$ cat config.mk
export PLATFORM = sky130hd
export DESIGN_NAME = fft_frame_scheduler
export DESIGN_NICKNAME = d
export VERILOG_FILES = /design/src/rtl/fft_frame_scheduler.sv
export SDC_FILE = /design/constraint.sdc
export NUM_CORES = 1
export LEC_CHECK = 0
export ABC_AREA = 1
export BUFFER_PORTS_ARGS = -buffer_cell sky130_fd_sc_hd__buf_2
export CAP_MARGIN = 20
export CORE_UTILIZATION = 33
export DETAILED_ROUTE_END_ITERATION = 16
export SKIP_CTS_REPAIR_TIMING = 1
export SYNTH_ARGS = -nofsm -noshare
export SYNTH_HDL_FRONTEND = slang
export SYNTH_SLANG_ARGS = --single-unit
$ cat constraint.sdc
create_clock -name clock -period 1.6 [get_ports clock]
set_input_delay 0.24 -clock clock [delete_from_list [all_inputs] [get_ports clock]]
set_output_delay 0.24 -clock clock [all_outputs]
set_load 0.03 [all_outputs]
$ cat src/rtl/fft_frame_scheduler.sv
// fft_frame_scheduler: double-buffered frame scheduler for a streaming FFT core.
// Incoming samples are written into one of two RAM banks. When a bank fills and
// the core is idle, the banks swap and the full bank is read out into the core.
// The core is then sequenced through start, early-done, unload and output drain.
// Ports:
//   clock, reset             rising-edge clock, asynchronous active-low reset
//   strobe                   one input sample valid this cycle
//   set_stb/addr/data        settings bus: +0 enable, +1 skip_cnt, +2 overrun clear
//   e_done_fft_core          core early-done pulse
//   dv_fft_core              core output data valid
//   *_fft_core outputs       registered single-cycle core control pulses
//   wr_en_ram_*, addr_ram_*  bank write enables / addresses (same-cycle decode)
//   sel_ram                  bank currently being written
//   overrun                  sticky: a full frame was dropped because the core was busy
module fft_frame_scheduler #(
  parameter logic [7:0]  SR_BASE    = 8'd0,
  parameter int unsigned FRAME_LOG2 = 10
) (
  input  logic                  clock,
  input  logic                  reset,
  input  logic                  strobe,
  input  logic                  set_stb,
  input  logic [7:0]            set_addr,
  input  logic [31:0]           set_data,
  input  logic                  e_done_fft_core,
  input  logic                  dv_fft_core,
  output logic                  sclr_fft_core,
  output logic                  scale_sch_we_fft_core,
  output logic                  start_fft_core,
  output logic                  unload_fft_core,
  output logic                  wr_en_ram_0,
  output logic                  wr_en_ram_1,
  output logic [FRAME_LOG2-1:0] addr_ram_0,
  output logic [FRAME_LOG2-1:0] addr_ram_1,
  output logic                  sel_ram,
  output logic                  overrun
);

  localparam int unsigned AW = FRAME_LOG2;
  localparam logic [AW-1:0] LAST = {AW{1'b1}};

  typedef enum logic [2:0] {
    S_INIT, S_CFG, S_IDLE, S_LOAD, S_WAIT_EDONE, S_UNLOAD, S_DRAIN
  } state_t;

  state_t        state_q, state_d;
  logic          enable_q, enable_d;
  logic [7:0]    skip_cnt_q, skip_cnt_d;
  logic [7:0]    skip_ctr_q, skip_ctr_d;
  logic          overrun_q, overrun_d;
  logic          sel_q, sel_d;
  logic [AW-1:0] wr_addr_q, wr_addr_d;
  logic [AW-1:0] rd_addr_q, rd_addr_d;
  logic [AW-1:0] dv_cnt_q, dv_cnt_d;
  logic          sclr_q, sclr_d;
  logic          scale_q, scale_d;
  logic          start_q, start_d;
  logic          unload_q, unload_d;

  logic          wr_fire, frame_full, accept, drop_busy;
  logic          hit_en, hit_skip, hit_clr;
  logic [AW-1:0] rd_addr_out;
  logic          unused_set_data;

  // Only the low byte of the settings data is meaningful.
  assign unused_set_data = ^set_data[31:8];

  // Settings-bus decode.
  assign hit_en   = set_stb && (set_addr == SR_BASE);
  assign hit_skip = set_stb && (set_addr == SR_BASE + 8'd1);
  assign hit_clr  = set_stb && (set_addr == SR_BASE + 8'd2);

  // Frame-completion events on the write side.
  assign wr_fire    = enable_q && strobe;
  assign frame_full = wr_fire && (wr_addr_q == LAST);
  assign accept     = frame_full && (skip_ctr_q == 8'd0) && (state_q == S_IDLE);
  assign drop_busy  = frame_full && (skip_ctr_q == 8'd0) && (state_q != S_IDLE);

  // Next-state and registered-output logic.
  always_comb begin
    state_d    = state_q;
    enable_d   = enable_q;
    skip_cnt_d = skip_cnt_q;
    skip_ctr_d = skip_ctr_q;
    overrun_d  = overrun_q;
    sel_d      = sel_q;
    wr_addr_d  = wr_addr_q;
    rd_addr_d  = rd_addr_q;
    dv_cnt_d   = dv_cnt_q;

    if (hit_en)   enable_d   = set_data[0];
    if (hit_skip) skip_cnt_d = set_data[7:0];
    if (hit_clr)  overrun_d  = 1'b0;
    // A drop in the same cycle as a clear leaves the flag set.
    if (drop_busy) overrun_d = 1'b1;

    if (!enable_q) begin
      wr_addr_d  = '0;
      skip_ctr_d = 8'd0;
    end else if (wr_fire) begin
      wr_addr_d = wr_addr_q + AW'(1);
      if (frame_full) begin
        if (skip_ctr_q != 8'd0) begin
          skip_ctr_d = skip_ctr_q - 8'd1;
        end else if (accept) begin
          sel_d      = ~sel_q;
          skip_ctr_d = skip_cnt_q;
        end
      end
    end

    case (state_q)
      S_INIT:       state_d = S_CFG;
      S_CFG:        state_d = S_IDLE;
      S_IDLE:       if (accept) state_d = S_LOAD;
      S_LOAD: begin
        rd_addr_d = rd_addr_q + AW'(1);
        if (rd_addr_q == LAST) state_d = S_WAIT_EDONE;
      end
      S_WAIT_EDONE: if (e_done_fft_core) state_d = S_UNLOAD;
      S_UNLOAD:     state_d = S_DRAIN;
      S_DRAIN: begin
        if (dv_fft_core) begin
          dv_cnt_d = dv_cnt_q + AW'(1);
          if (dv_cnt_q == LAST) state_d = S_IDLE;
        end
      end
      default:      state_d = S_INIT;
    endcase

    // Pulses line up with the cycle their state is (or was just) active.
    sclr_d   = (state_q == S_INIT);
    scale_d  = (state_q == S_CFG);
    start_d  = (state_q == S_IDLE) && (state_d == S_LOAD);
    unload_d = (state_d == S_UNLOAD);
  end

  // State and output registers.
  always_ff @(posedge clock or negedge reset) begin
    if (!reset) begin
      state_q    <= S_INIT;
      enable_q   <= 1'b0;
      skip_cnt_q <= 8'd0;
      skip_ctr_q <= 8'd0;
      overrun_q  <= 1'b0;
      sel_q      <= 1'b0;
      wr_addr_q  <= '0;
      rd_addr_q  <= '0;
      dv_cnt_q   <= '0;
      sclr_q     <= 1'b0;
      scale_q    <= 1'b0;
      start_q    <= 1'b0;
      unload_q   <= 1'b0;
    end else begin
      state_q    <= state_d;
      enable_q   <= enable_d;
      skip_cnt_q <= skip_cnt_d;
      skip_ctr_q <= skip_ctr_d;
      overrun_q  <= overrun_d;
      sel_q      <= sel_d;
      wr_addr_q  <= wr_addr_d;
      rd_addr_q  <= rd_addr_d;
      dv_cnt_q   <= dv_cnt_d;
      sclr_q     <= sclr_d;
      scale_q    <= scale_d;
      start_q    <= start_d;
      unload_q   <= unload_d;
    end
  end

  // Read bank address runs only while loading the core.
  assign rd_addr_out = (state_q == S_LOAD) ? rd_addr_q : '0;

  // Bank steering: sel_ram picks the write bank, the other bank feeds the core.
  assign wr_en_ram_0 = wr_fire && !sel_q;
  assign wr_en_ram_1 = wr_fire &&  sel_q;
  assign addr_ram_0  = sel_q ? rd_addr_out : wr_addr_q;
  assign addr_ram_1  = sel_q ? wr_addr_q   : rd_addr_out;

  assign sclr_fft_core         = sclr_q;
  assign scale_sch_we_fft_core = scale_q;
  assign start_fft_core        = start_q;
  assign unload_fft_core       = unload_q;
  assign sel_ram               = sel_q;
  assign overrun               = overrun_q;

endmodule

---- Yosys cells after proc, flatten, opt, wreduce, memory -nomap -nowiden ----
Cells that the tools add are included.
operators by class
  $add $sub $neg .......................... 4
  eq/ne operators ......................... 17
  multiplexer cells ....................... 18
  bitwise operators ....................... 2
  reductions and logical operators ........ 20
operators by type and width
  cell                                               number
  two-way mux 10 bit                                 5
  two-way mux 8 bit                                  5
  adder 10 x 1 -> 10 bit (second input constant)     3
  == test 10 bit (second input constant)             3
  case mux 3 bit (7 select lines)                    1
  zero test 8 bit                                    2
  two-way mux 3 bit                                  5
  == test 3 bit (second input constant)              4
  logical AND 1 bit                                  11
  == test 3 x 2 -> 1 bit (second input constant)     3
  == test 8 x 1 -> 1 bit (second input constant)     1
  == test 8 x 2 -> 1 bit (second input constant)     1
  nonzero test 8 bit                                 1
  subtractor 8 x 1 -> 8 bit (second input constant)  1
  AND reduction 5 bit                                1
  != test 2 x 1 -> 1 bit (second input constant)     2
  == test 3 x 1 -> 1 bit (second input constant)     1
  zero test 3 bit                                    1
  != test 3 x 1 -> 1 bit (second input constant)     1
  != test 3 x 2 -> 1 bit (second input constant)     1
  AND reduction 3 bit                                1
  two-way mux 1 bit                                  2
  inverter 1 bit                                     2
  AND reduction 2 bit                                1
  other kinds (2)                                    2
storage, ports and cells
  bits in registers ....................... 56
  output and inout port bits .............. 28

---- Logic depth before layout (Yosys ltp) ----
Gate-level depths: netlist of the first run.
  depth after elaboration ................. 9
  gate-level depth with buffers ........... 10
  mapped depth without buffers ............ 9

---- Worst setup path before layout of the first run ----
No wires, ideal clock.
  path kind ............................... register -> output
  start ................................... register state_q[1]
  end ..................................... output port addr_ram_0[2]
  arrival ................................. 1,633 ps
  setup slack ............................. -273 ps
  cell stages (with the launch flop) ...... 7
  path buffers ............................ 2
  path through ............................ dfrtp_1 > buf_4 > nand2_2 > nor2_4 > buf_4 > nand2_1 > o21ai_0
between the ends
  word-level cells in the longest chain between the ends .. 3
ends and longest elaborated chain
  item                      line  text
  start: declaration        46    state_t state_q, state_d;
  start signal: assignment  155   state_q <= state_d;
  == test 3 x 2 -> 1 bit    172   assign rd_addr_out = (state_q == S_LOAD) ? rd_addr_q : '0;
  two-way mux 10 bit        172
  two-way mux 10 bit        177   assign addr_ram_0 = sel_q ? rd_addr_out : wr_addr_q;
  end: declaration          33    output logic [FRAME_LOG2-1:0] addr_ram_0,
No other way between the ends.

---- Worst setup path in the final report of the first run ----
  start ................................... register state_q[1]
  end ..................................... output port addr_ram_0[0]
Same word-level chain as after synthesis.

==> impl_metrics.env, run 1 <==
export IMPL_postSynthNetCount=470
export IMPL_grtUsageTotal_pct=14.6
export IMPL_critical_path_arrival_ps=1580
export IMPL_clock_fmax_ghz=0.550
export IMPL_timing_final_hold_violations=0
export IMPL_path_max_fanout=7
export IMPL_global_route_wire_length_before_repair_mm=11.9
export IMPL_grt_pass1_vias=2744
export IMPL_nNetsFinal=545
export IMPL_tritoncts_clock_tree="yes"
export IMPL_detail_route_vias_per_cell=4.56
export IMPL_routabilityCongestion=0.830
export IMPL_synth_cell_types=29
export IMPL_route_final_wire_length_mm=6.90
export IMPL_r2r_start="state_q[1]"
export IMPL_largest_net_degree_at_the_start_of_global_routing=57
export IMPL_setup_viol_count_final=20
export IMPL_mappedNetlistArea_sq_um=3140
export IMPL_cp_required_ps=1360
export IMPL_global_route_usage_met2_pct=26.9
export IMPL_worst_slew_pin_slew_ps=314
export IMPL_fin_total_pwr_mw=2.93
export IMPL_globalRouteOverflowTotal=0
export IMPL_finalHoldWorstSlack_ps=143
export IMPL_global_route_usage_met3_pct=2.25
export IMPL_dp_hpwl_mm=4.98
export IMPL_hp_class="in -> reg"
export IMPL_ys_warnings_count=0
export IMPL_io_pins=74
export IMPL_crit_reg2reg_capture="rd_addr_q[7]"
export IMPL_setup_worst_path_class="reg -> out"
export IMPL_regArea_sq_um=1400
export IMPL_critical_path_startpoint_type="register"
export IMPL_worst_setup_hold_path_clk_slew_ps=100
export IMPL_clock_path_buffers=2
export IMPL_total_of_fill_cells_in_the_finished_design=917
export IMPL_n_antenna_cell=0
export IMPL_worstRegToRegCells=9
export IMPL_initial_antenna_violation_count=0
export IMPL_period_minus_slack_ps=1820
export IMPL_hold_path_endpoint="unload_fft_core"
export IMPL_worstPathBufferInverterCount=2
export IMPL_final_max_slew_violation_count=0
export IMPL_dieArea_sq_um=9920
export IMPL_fp_coreArea_sq_um=9240
export IMPL_synth_area_leaders="sky130_fd_sc_hd__dfrtp_1, sky130_fd_sc_hd__nand2_1, sky130_fd_sc_hd__o21ai_0"
export IMPL_run_status="complete, but fails checks"
export IMPL_final_layout_size_suffix_gt1_share_pct=25.2
export IMPL_yosys_register_bits=56
export IMPL_worstSetupEndpointType="primary output"
export IMPL_die_w_um=99.6
export IMPL_drt_initial_drc_count=95
export IMPL_vias=2852
export IMPL_power_leakage_nw=2.07
export IMPL_gr_max_usage_layer="met2"
export IMPL_post_route_util_pct=44.2
export IMPL_r2r_slack_ps=60
export IMPL_power_density_nw_per_um2=718
export IMPL_grt_setup_unrepaired="true"
export IMPL_post_synth_top_area_fraction_pct=44.6
export IMPL_synth_area_per_cell_sq_um=7.48
export IMPL_cts_root_buffer_cell="sky130_fd_sc_hd__clkbuf_8"
export IMPL_finalCritPeriodShare_pct=114
export IMPL_ir_drop_v=0.000322
export IMPL_synth_seq_area_share_pct=44.6
export IMPL_drc=0
export IMPL_clock_insertion_delay_worst_skew_ps=310
export IMPL_preCtsSetupSlack_ps=48.1
export IMPL_clock_sinks=56
export IMPL_cts_htree_levels=2
export IMPL_holdPathStages=3
export IMPL_setup_worst_path_start="state_q[1]"
export IMPL_use_met1_pct=17.8
export IMPL_drt_wirelength_per_cell_um=11.0
export IMPL_multiInputGateArea_sq_um=1580
export IMPL_totalNegativeSetupSlack_ps=-3590
export IMPL_total_number_of_placement_rows=35
export IMPL_worstHoldStart="e_done_fft_core"
export IMPL_timing_critical_path_cells="nand2_2, nor2_4, buf_12, nand2_1, o21ai_1, buf_4"
export IMPL_route_antenna_remaining_nets=0
export IMPL_violations="setup timing"
export IMPL_worst_clock_skew_ps=8.84
export IMPL_cts_buffers_inserted=5
export IMPL_cap_violations=0
export IMPL_start_util_pct=34.0
export IMPL_io_buffer_count=49
export IMPL_worst_slew_margin_rel_pct=79.1
export IMPL_synth_largest_area_cell="sky130_fd_sc_hd__dfrtp_1"
export IMPL_drt_pass1_iter_count=4
export IMPL_setup_slack_ps=-217
export IMPL_syn_instance_count=420
export IMPL_critical_path_top_delay_family="flip-flops"
export IMPL_critical_path_slowest_cell="sky130_fd_sc_hd__dfrtp_1"
export IMPL_area_growth_from_synthesis_to_layout_pct=30.0
export IMPL_die_y_um=99.6
export IMPL_largest_stage_delay_on_the_critical_path_ps=380
sequential cells by signal, summed over array words and instances (netlist names):
register / count
skip_cnt_q: 8
scale_sch_we_fft_core: 1
sclr_fft_core: 1
enable_q: 1
unload_fft_core: 1
overrun: 1
dv_cnt_q: 10
wr_addr_q: 10
sel_ram: 1
start_fft_core: 1
skip_ctr_q: 8
state_q: 3
rd_addr_q: 10
tightest hold or removal path, cell delays in order:
cell,delay [ps]
sky130_fd_sc_hd__buf_2,110
sky130_fd_sc_hd__inv_1,40
sky130_fd_sc_hd__nor4_1,40
worst max path at each step:
stage,end,cells past startpoint
global route,addr_ram_0[0],6
CTS,addr_ram_0[5],7
floorplan,addr_ram_0[2],6
global placement,skip_ctr_q[7],10
detailed placement,skip_ctr_q[4],8
finish,addr_ram_0[0],6
metrics by stage:
step / cells / instance area, sq um
final: 625 / 4090
after floorplan: 420 / 3190
after detailed placement: 607 / 3720
after CTS: 615 / 3840
after global placement: 607 / 3720
after global routing: 625 / 4090
cell usage in the layout (no fill, tap or decap), drive strengths merged, types with 4 or more instances in the layout:
cell type and n:
a21oi 12, buf 78, clkbuf 6, dfrtp 56, ha 4, inv 48, nand2 132, nand3 35
nand4 9, nor2 47, nor3 5, o21ai 37, xnor2 8, xor2 9
cell families (layout without fill, tap and decap cells):
| kind of cell | Yosys count | after routing | synth area share [%] |
|---|---|---|---|
| AND/OR/NAND/NOR | 232 | 232 | 32.9 |
| buffers and inverters | 60 | 136 | 7.80 |
| flip-flops | 56 | 56 | 44.6 |
| AO/OA/AOI/OAI | 51 | 51 | 8.40 |
| XOR/XNOR | 17 | 17 | 4.74 |
| adder cells (fa/ha/maj) | 4 | 4 | 1.59 |
final cells by class:
type / count / area share (%)
Multi-Input combinational cell: 304 / 38.7
Sequential cell: 56 / 34.3
Timing Repair Buffer: 80 / 15.9
Inverter: 48 / 4.41
Tap cell: 129 / 3.95
Clock buffer: 5 / 1.68
Clock inverter: 3 / 1.04
where the power goes:
group / switching (mW) / leakage [nW] / internal, mW
logic: 0.216 / 1.28 / 0.149
clock network: 0.486 / 0.0541 / 0.464
registers: 0.0955 / 0.735 / 1.52
cells in the mapped netlist (all sizes together):
cell type / n
o21a: 1
dfrtp: 56
nor3: 5
inv: 48
nor4: 1
clkbuf: 6
o31ai: 1
xor2: 9
nand2: 132
nor2: 47
and2: 1
nand3b: 1
nand4: 9
ha: 4
xnor2: 8
a21oi: 12
nand3: 35
or2: 1
o21ai: 37
buf: 6
routing by layer:
metal	part of all wire [%]	routed length, um
met5	0	0
met4	0.77	53
met3	2.6	180
met2	50	3430
met1	47	3240
No activity file was read; power rests on OpenSTA's default activity.
==> run 2: changes to the inputs <==
--- a/config.mk
+++ b/config.mk
@@ -7,7 +7,7 @@
 export LEC_CHECK = 0
 export ABC_AREA = 1
 export BUFFER_PORTS_ARGS = -buffer_cell sky130_fd_sc_hd__buf_2
-export CAP_MARGIN = 20
+export CAP_MARGIN = 10
 export CORE_UTILIZATION = 33
 export DETAILED_ROUTE_END_ITERATION = 16
 export SKIP_CTS_REPAIR_TIMING = 1
==> constraint.sdc (replaced) <==
create_clock -name clock -period 1.85 [get_ports clock]
set_input_delay 0.2775 -clock clock [delete_from_list [all_inputs] [get_ports clock]]
set_output_delay 0.2775 -clock clock [all_outputs]
set_load 0.03 [all_outputs]
==> run 2 against run 1 <==
- the run now ends clean
- critical path type unchanged
- via count increased by 0.25%
- clock power shrank 15%
- routed wire length up 1.8%
- largest power group unchanged
==> impl_metrics.env, run 2 (synthesized netlist as in run 1, its figures left out) <==
export IMPL_clock_fmax_ghz=0.559
export IMPL_vias=2859
export IMPL_critical_path_most_common_cell="sky130_fd_sc_hd__buf_4"
export IMPL_initial_antenna_violation_count=0
export IMPL_cts_buffers_inserted=5
export IMPL_fp_coreArea_sq_um=9240
export IMPL_detail_route_vias_per_cell=4.65
export IMPL_run_status="finished clean"
export IMPL_dieArea_sq_um=9920
export IMPL_worstRegToRegCells=8
export IMPL_final_layout_size_suffix_gt1_share_pct=20.2
export IMPL_clock_sinks=56
export IMPL_cp_required_ps=1570
export IMPL_worst_setup_hold_path_clk_slew_ps=100
export IMPL_io_buffer_count=49
export IMPL_nNetsFinal=535
export IMPL_critical_path_slowest_cell="sky130_fd_sc_hd__dfrtp_1"
export IMPL_hp_class="in -> reg"
export IMPL_start_util_pct=34.0
export IMPL_area_growth_from_synthesis_to_layout_pct=22.3
export IMPL_finalCritPeriodShare_pct=96.6
export IMPL_cts_htree_levels=2
export IMPL_global_route_wire_length_before_repair_mm=11.6
export IMPL_path_max_fanout=4
export IMPL_total_of_fill_cells_in_the_finished_design=966
export IMPL_grt_pass1_vias=2603
export IMPL_cts_root_buffer_cell="sky130_fd_sc_hd__clkbuf_8"
export IMPL_timing_final_hold_violations=0
export IMPL_fin_total_pwr_mw=2.52
export IMPL_registers_with_the_most_flip_flops="dv_cnt_q: 10 flops, rd_addr_q: 10 flops, wr_addr_q: 10 flops"
export IMPL_clock_path_buffers=2
export IMPL_drc=0
export IMPL_die_w_um=99.6
export IMPL_dp_hpwl_mm=4.95
export IMPL_grt_setup_unrepaired="true"
export IMPL_worst_slew_margin_rel_pct=66.1
export IMPL_io_pins=74
export IMPL_holdPathStages=3
export IMPL_tritoncts_clock_tree="yes"
export IMPL_worstHoldStart="e_done_fft_core"
export IMPL_layout_cells_most_common_list="sky130_fd_sc_hd__nand2_1, sky130_fd_sc_hd__dfrtp_1, sky130_fd_sc_hd__inv_1, sky130_fd_sc_hd__nor2_1, sky130_fd_sc_hd__buf_4"
export IMPL_commonest_non_fill_non_tap_cell_in_the_layout="sky130_fd_sc_hd__nand2_1"
export IMPL_worstSetupEndpointType="primary output"
export IMPL_timing_critical_path_cells="nand2_2, nor2_4, buf_4, nand2_1, o21ai_1, buf_4"
export IMPL_power_density_nw_per_um2=655
export IMPL_globalRouteOverflowTotal=0
export IMPL_n_antenna_cell=0
export IMPL_grtUsageTotal_pct=14.5
export IMPL_numPlacedInstances=594
export IMPL_die_y_um=99.6
export IMPL_final_max_slew_violation_count=0
export IMPL_cap_violations=0
export IMPL_setup_slack_ps=62.4
export IMPL_preCtsSetupSlack_ps=143
export IMPL_largest_stage_delay_on_the_critical_path_ps=380
export IMPL_hold_path_endpoint="unload_fft_core"
export IMPL_worst_clock_skew_ps=6.86
export IMPL_worst_slew_pin_slew_ps=508
export IMPL_route_antenna_remaining_nets=0
export IMPL_drt_initial_drc_count=118
export IMPL_clock_insertion_delay_worst_skew_ps=310
export IMPL_r2r_start="skip_ctr_q[0]"
export IMPL_drt_pass1_iter_count=4
export IMPL_setup_worst_path_start="state_q[1]"
export IMPL_route_final_wire_length_mm=7.02
export IMPL_final_cells=615
export IMPL_setup_worst_path_class="reg -> out"
export IMPL_critical_path_arrival_ps=1510
export IMPL_ir_drop_v=0.000305
export IMPL_drt_wirelength_per_cell_um=11.4
export IMPL_total_number_of_placement_rows=35
export IMPL_largest_net_degree_at_the_start_of_global_routing=57
export IMPL_critical_path_startpoint_type="register"
export IMPL_period_minus_slack_ps=1790
export IMPL_r2r_slack_ps=170
export IMPL_setup_viol_count_final=0
export IMPL_crit_reg2reg_capture="sel_ram"
export IMPL_power_leakage_nw=1.91
export IMPL_routabilityCongestion=0.794
==> run 2: changes by cell type in the layout (fill, tap and decap cells not counted), sizes merged <==
| cell | previous run | this run |
|---|---|---|
| clkinvlp | 1 | 4 |
| buf | 78 | 66 |
| inv | 48 | 47 |
==> run 2: where the power goes <==
part	internal (mW)	switching, mW	total (mW)	leakage [nW]
Sequential	1.32	0.0812	1.40	0.733
Combinational	0.129	0.183	0.312	1.12
Clock	0.403	0.404	0.807	0.0552
==> run 2: stage by stage <==
step                      setup TNS, ps  utilization, %  cell area (sq um)  hold slack [ps]
final                                 0            41.6               3840              178
after global routing               -244            41.6               3840              189
after CTS                         -1620            39.7               3660            -41.1
after detailed placement              0            38.5               3560              304
after global placement                0            38.5               3560              303
after floorplan                    -682               -               3140            -18.1
==> run 2: worst max path at each step <==
stage | endpoint | slack (ps) | cells after the start
5_1_grt | addr_ram_0[8] | -70 | 6
6_report | addr_ram_0[8] | 60 | 6
2_1_floorplan | addr_ram_0[2] | -60 | 6
4_1_cts | addr_ram_0[0] | -210 | 6
3_5_place_dp | addr_ram_0[0] | 140 | 6
3_3_place_gp | addr_ram_0[0] | 200 | 6
==> run 2: routing by layer <==
| metal | part of all wire (%) | track usage (%) |
|---|---|---|
| met1 | 48 | 18.7 |
| met2 | 47 | 24.5 |
| met3 | 3.8 | 2.95 |
| met4 | 1.2 | 4.64 |
| met5 | 0 | 0 |
==> run 2: cell type report <==
| class | count | area [sq um] | area share [%] |
|---|---|---|---|
| Inverter | 48 | 184 | 4.79 |
| Timing Repair Buffer | 67 | 449 | 11.7 |
| Sequential cell | 56 | 1410 | 36.6 |
| Clock inverter | 2 | 35.0 | 0.911 |
| Multi-Input combinational cell | 304 | 1520 | 39.5 |
| Clock buffer | 6 | 72.6 | 1.89 |
| Tap cell | 129 | 161 | 4.20 |
| Timing Repair inverter | 3 | 17.5 | 0.456 |
==> run 2: worst max-delay path: cells and delay by family (launching register included) <==
kind | cells | cell delay [ps]
AOI/OAI and AO/OA | 1 | 150
buffers and inverters | 2 | 330
DFF | 1 | 380
and+or+nand+nor | 3 | 360
==> run 3: changes to the inputs <==
--- a/config.mk
+++ b/config.mk
@@ -10,6 +10,8 @@
 export CAP_MARGIN = 10
 export CORE_UTILIZATION = 33
 export DETAILED_ROUTE_END_ITERATION = 16
+export PLACE_DENSITY_LB_ADDON = 0.1
+export RECOVER_POWER = 25
 export SKIP_CTS_REPAIR_TIMING = 1
 export SYNTH_ARGS = -nofsm -noshare
 export SYNTH_HDL_FRONTEND = slang
==> constraint.sdc (replaced) <==
create_clock -name clock -period 2.1 [get_ports clock]
set_input_delay 0.315 -clock clock [delete_from_list [all_inputs] [get_ports clock]]
set_output_delay 0.315 -clock clock [all_outputs]
set_load 0.03 [all_outputs]
==> run 3 against run 2 <==
- clock skew grew 1.6 ps
- combinational power shrank 13%
- die area is the same
- via count shrank 4.2%
- worst setup slack gained 67 ps
- final cell count shrank 2.0%
- core utilization shrank 1.4 points
- sequential share of layout area grew 1.2 points
- non-clock buffer count shrank 9
- sequential power shrank 12%
- critical endpoint is now addr_ram_0[1]
==> impl_metrics.env, run 3 (synthesized netlist as in run 1, its figures left out) <==
export IMPL_run_status="finished clean"
export IMPL_cp_num_cells=5
export IMPL_setup_slack_ps=129
export IMPL_largest_stage_delay_on_the_critical_path_ps=480
export IMPL_cts_htree_levels=2
export IMPL_tritoncts_clock_tree="yes"
export IMPL_die_w_um=99.6
export IMPL_total_of_fill_cells_in_the_finished_design=984
export IMPL_clock_sinks=56
export IMPL_worst_setup_hold_path_clk_slew_ps=110
export IMPL_timing_critical_path_cells="nor2_4, buf_4, nand2_1, o21ai_0, buf_2"
export IMPL_final_max_slew_violation_count=0
export IMPL_largest_net_degree_at_the_start_of_global_routing=57
export IMPL_clock_fmax_ghz=0.507
export IMPL_vias=2740
export IMPL_worstPathBufferInverterCount=2
export IMPL_dieArea_sq_um=9920
export IMPL_totalNegativeSetupSlack_ps=0
export IMPL_dpl_cell_area_sq_um=3540
export IMPL_nNetsFinal=523
export IMPL_total_number_of_placement_rows=35
export IMPL_fin_area_sq_um=3710
export IMPL_grt_setup_unrepaired="false"
export IMPL_hold_path_endpoint="unload_fft_core"
export IMPL_period_minus_slack_ps=1970
export IMPL_detail_route_vias_per_cell=4.54
export IMPL_r2r_start="skip_ctr_q[0]"
export IMPL_worstSetupEndpointType="primary output"
export IMPL_registers_with_the_most_flip_flops="dv_cnt_q: 10 flops, rd_addr_q: 10 flops, wr_addr_q: 10 flops"
export IMPL_routabilityCongestion=0.757
export IMPL_cts_buffers_inserted=5
export IMPL_fp_coreArea_sq_um=9240
export IMPL_timing_final_hold_violations=0
export IMPL_crit_reg2reg_capture="skip_ctr_q[2]"
export IMPL_path_max_fanout=8
export IMPL_setup_worst_path_class="reg -> out"
export IMPL_global_route_wire_length_before_repair_mm=11.9
export IMPL_critical_path_slowest_cell="sky130_fd_sc_hd__dfrtp_1"
export IMPL_cap_violations=0
export IMPL_r2r_slack_ps=370
export IMPL_numPlacedInstances=592
export IMPL_layout_cells_most_common_list="sky130_fd_sc_hd__nand2_1, sky130_fd_sc_hd__dfrtp_1, sky130_fd_sc_hd__buf_2, sky130_fd_sc_hd__inv_1, sky130_fd_sc_hd__nor2_1"
export IMPL_n_antenna_cell=0
export IMPL_hp_class="in -> reg"
export IMPL_worst_slew_pin_slew_ps=1280
export IMPL_worst_clock_skew_ps=8.46
export IMPL_drt_pass1_iter_count=4
export IMPL_start_util_pct=34.0
export IMPL_die_y_um=99.6
export IMPL_drc=0
export IMPL_finalCritPeriodShare_pct=93.9
export IMPL_clock_insertion_delay_worst_skew_ps=310
export IMPL_worstRegToRegCells=8
export IMPL_drt_initial_drc_count=91
export IMPL_grt_pass1_vias=2539
export IMPL_clock_path_buffers=2
export IMPL_initial_antenna_violation_count=0
export IMPL_critical_path_arrival_ps=1660
export IMPL_route_final_wire_length_mm=6.84
export IMPL_power_density_nw_per_um2=665
export IMPL_post_route_util_pct=40.2
export IMPL_commonest_non_fill_non_tap_cell_in_the_layout="sky130_fd_sc_hd__nand2_1"
export IMPL_grtUsageTotal_pct=14.9
export IMPL_cp_required_ps=1780
export IMPL_power_leakage_nw=1.89
export IMPL_preCtsSetupSlack_ps=370
export IMPL_holdPathStages=3
export IMPL_setup_viol_count_final=0
export IMPL_ir_drop_v=0.000428
export IMPL_area_growth_from_synthesis_to_layout_pct=18.1
export IMPL_final_cells=603
export IMPL_worst_slew_margin_rel_pct=14.5
export IMPL_final_layout_size_suffix_gt1_share_pct=16.9
export IMPL_worstHoldStart="e_done_fft_core"
export IMPL_critical_path_top_delay_family="flip-flops"
export IMPL_dp_hpwl_mm=5.03
export IMPL_cts_root_buffer_cell="sky130_fd_sc_hd__clkbuf_8"
export IMPL_io_pins=74
export IMPL_route_antenna_remaining_nets=0
export IMPL_drt_wirelength_per_cell_um=11.3
export IMPL_io_buffer_count=49
export IMPL_critical_path_startpoint_type="register"
export IMPL_globalRouteOverflowTotal=0
-- run 3: cell types whose count changed in the layout (fill, tap and decap cells not counted), sizes merged --
cell      previous run  this run
inv                 47        48
buf                 66        56
clkinvlp             4         0
bufinv               1         3
clkinv               1         0
-- run 3: layer usage --
| layer | global-route usage, % | up-vias | routed length (um) |
|---|---|---|---|
| li1 | - | 1442 | - |
| met1 | 20.4 | 1237 | 3550 |
| met2 | 24.4 | 55 | 2970 |
| met3 | 2.60 | 6 | 251 |
| met4 | 3.73 | 0 | 71 |
| met5 | 0 | - | 0 |
-- run 3: layout make-up --
cell class / instances / area [sq um] / area share (%)
repair buffers: 58 / 312 / 8.39
well taps: 129 / 161 / 4.35
clock buffers: 5 / 68.8 / 1.85
inverters: 48 / 180 / 4.85
flip-flops and latches: 56 / 1400 / 37.7
multi-input cells: 304 / 1500 / 40.4
clock inverters: 3 / 90.1 / 2.43
-- run 3: power breakdown --
part	internal, mW	switching (mW)	total [mW]
Combinational	0.109	0.162	0.271
Sequential	1.16	0.0738	1.23
Clock	0.596	0.370	0.966
Total	1.86	0.605	2.47
-- run 3: metrics by stage --
step	power, mW	hold WS [ps]
final	2.47	212
after global routing	2.60	218
after CTS	2.52	-10.5
after detailed placement	1.53	347
after global placement	1.53	345
after floorplan	1.43	19.4
-- run 3: worst max-delay path by stage --
| stage | from | to |
|---|---|---|
| 2_1_floorplan | state_q[1] | addr_ram_0[2] |
| 3_3_place_gp | skip_ctr_q[0] | skip_ctr_q[4] |
| 3_5_place_dp | skip_ctr_q[0] | skip_ctr_q[2] |
| 4_1_cts | state_q[0] | addr_ram_1[5] |
| 5_1_grt | state_q[0] | addr_ram_0[0] |
| 6_report | state_q[2] | addr_ram_0[1] |
-- run 3: worst reg2reg max path, cell delays in order (launching register included) --
cell                      delay (ps)
sky130_fd_sc_hd__dfrtp_1         400
sky130_fd_sc_hd__inv_1           120
sky130_fd_sc_hd__ha_1            240
sky130_fd_sc_hd__nand3_2         150
sky130_fd_sc_hd__nor2_4          300
sky130_fd_sc_hd__nand2_1         100
sky130_fd_sc_hd__nand2_2         180
sky130_fd_sc_hd__nand3_1         100
sky130_fd_sc_hd__nand2_1          80
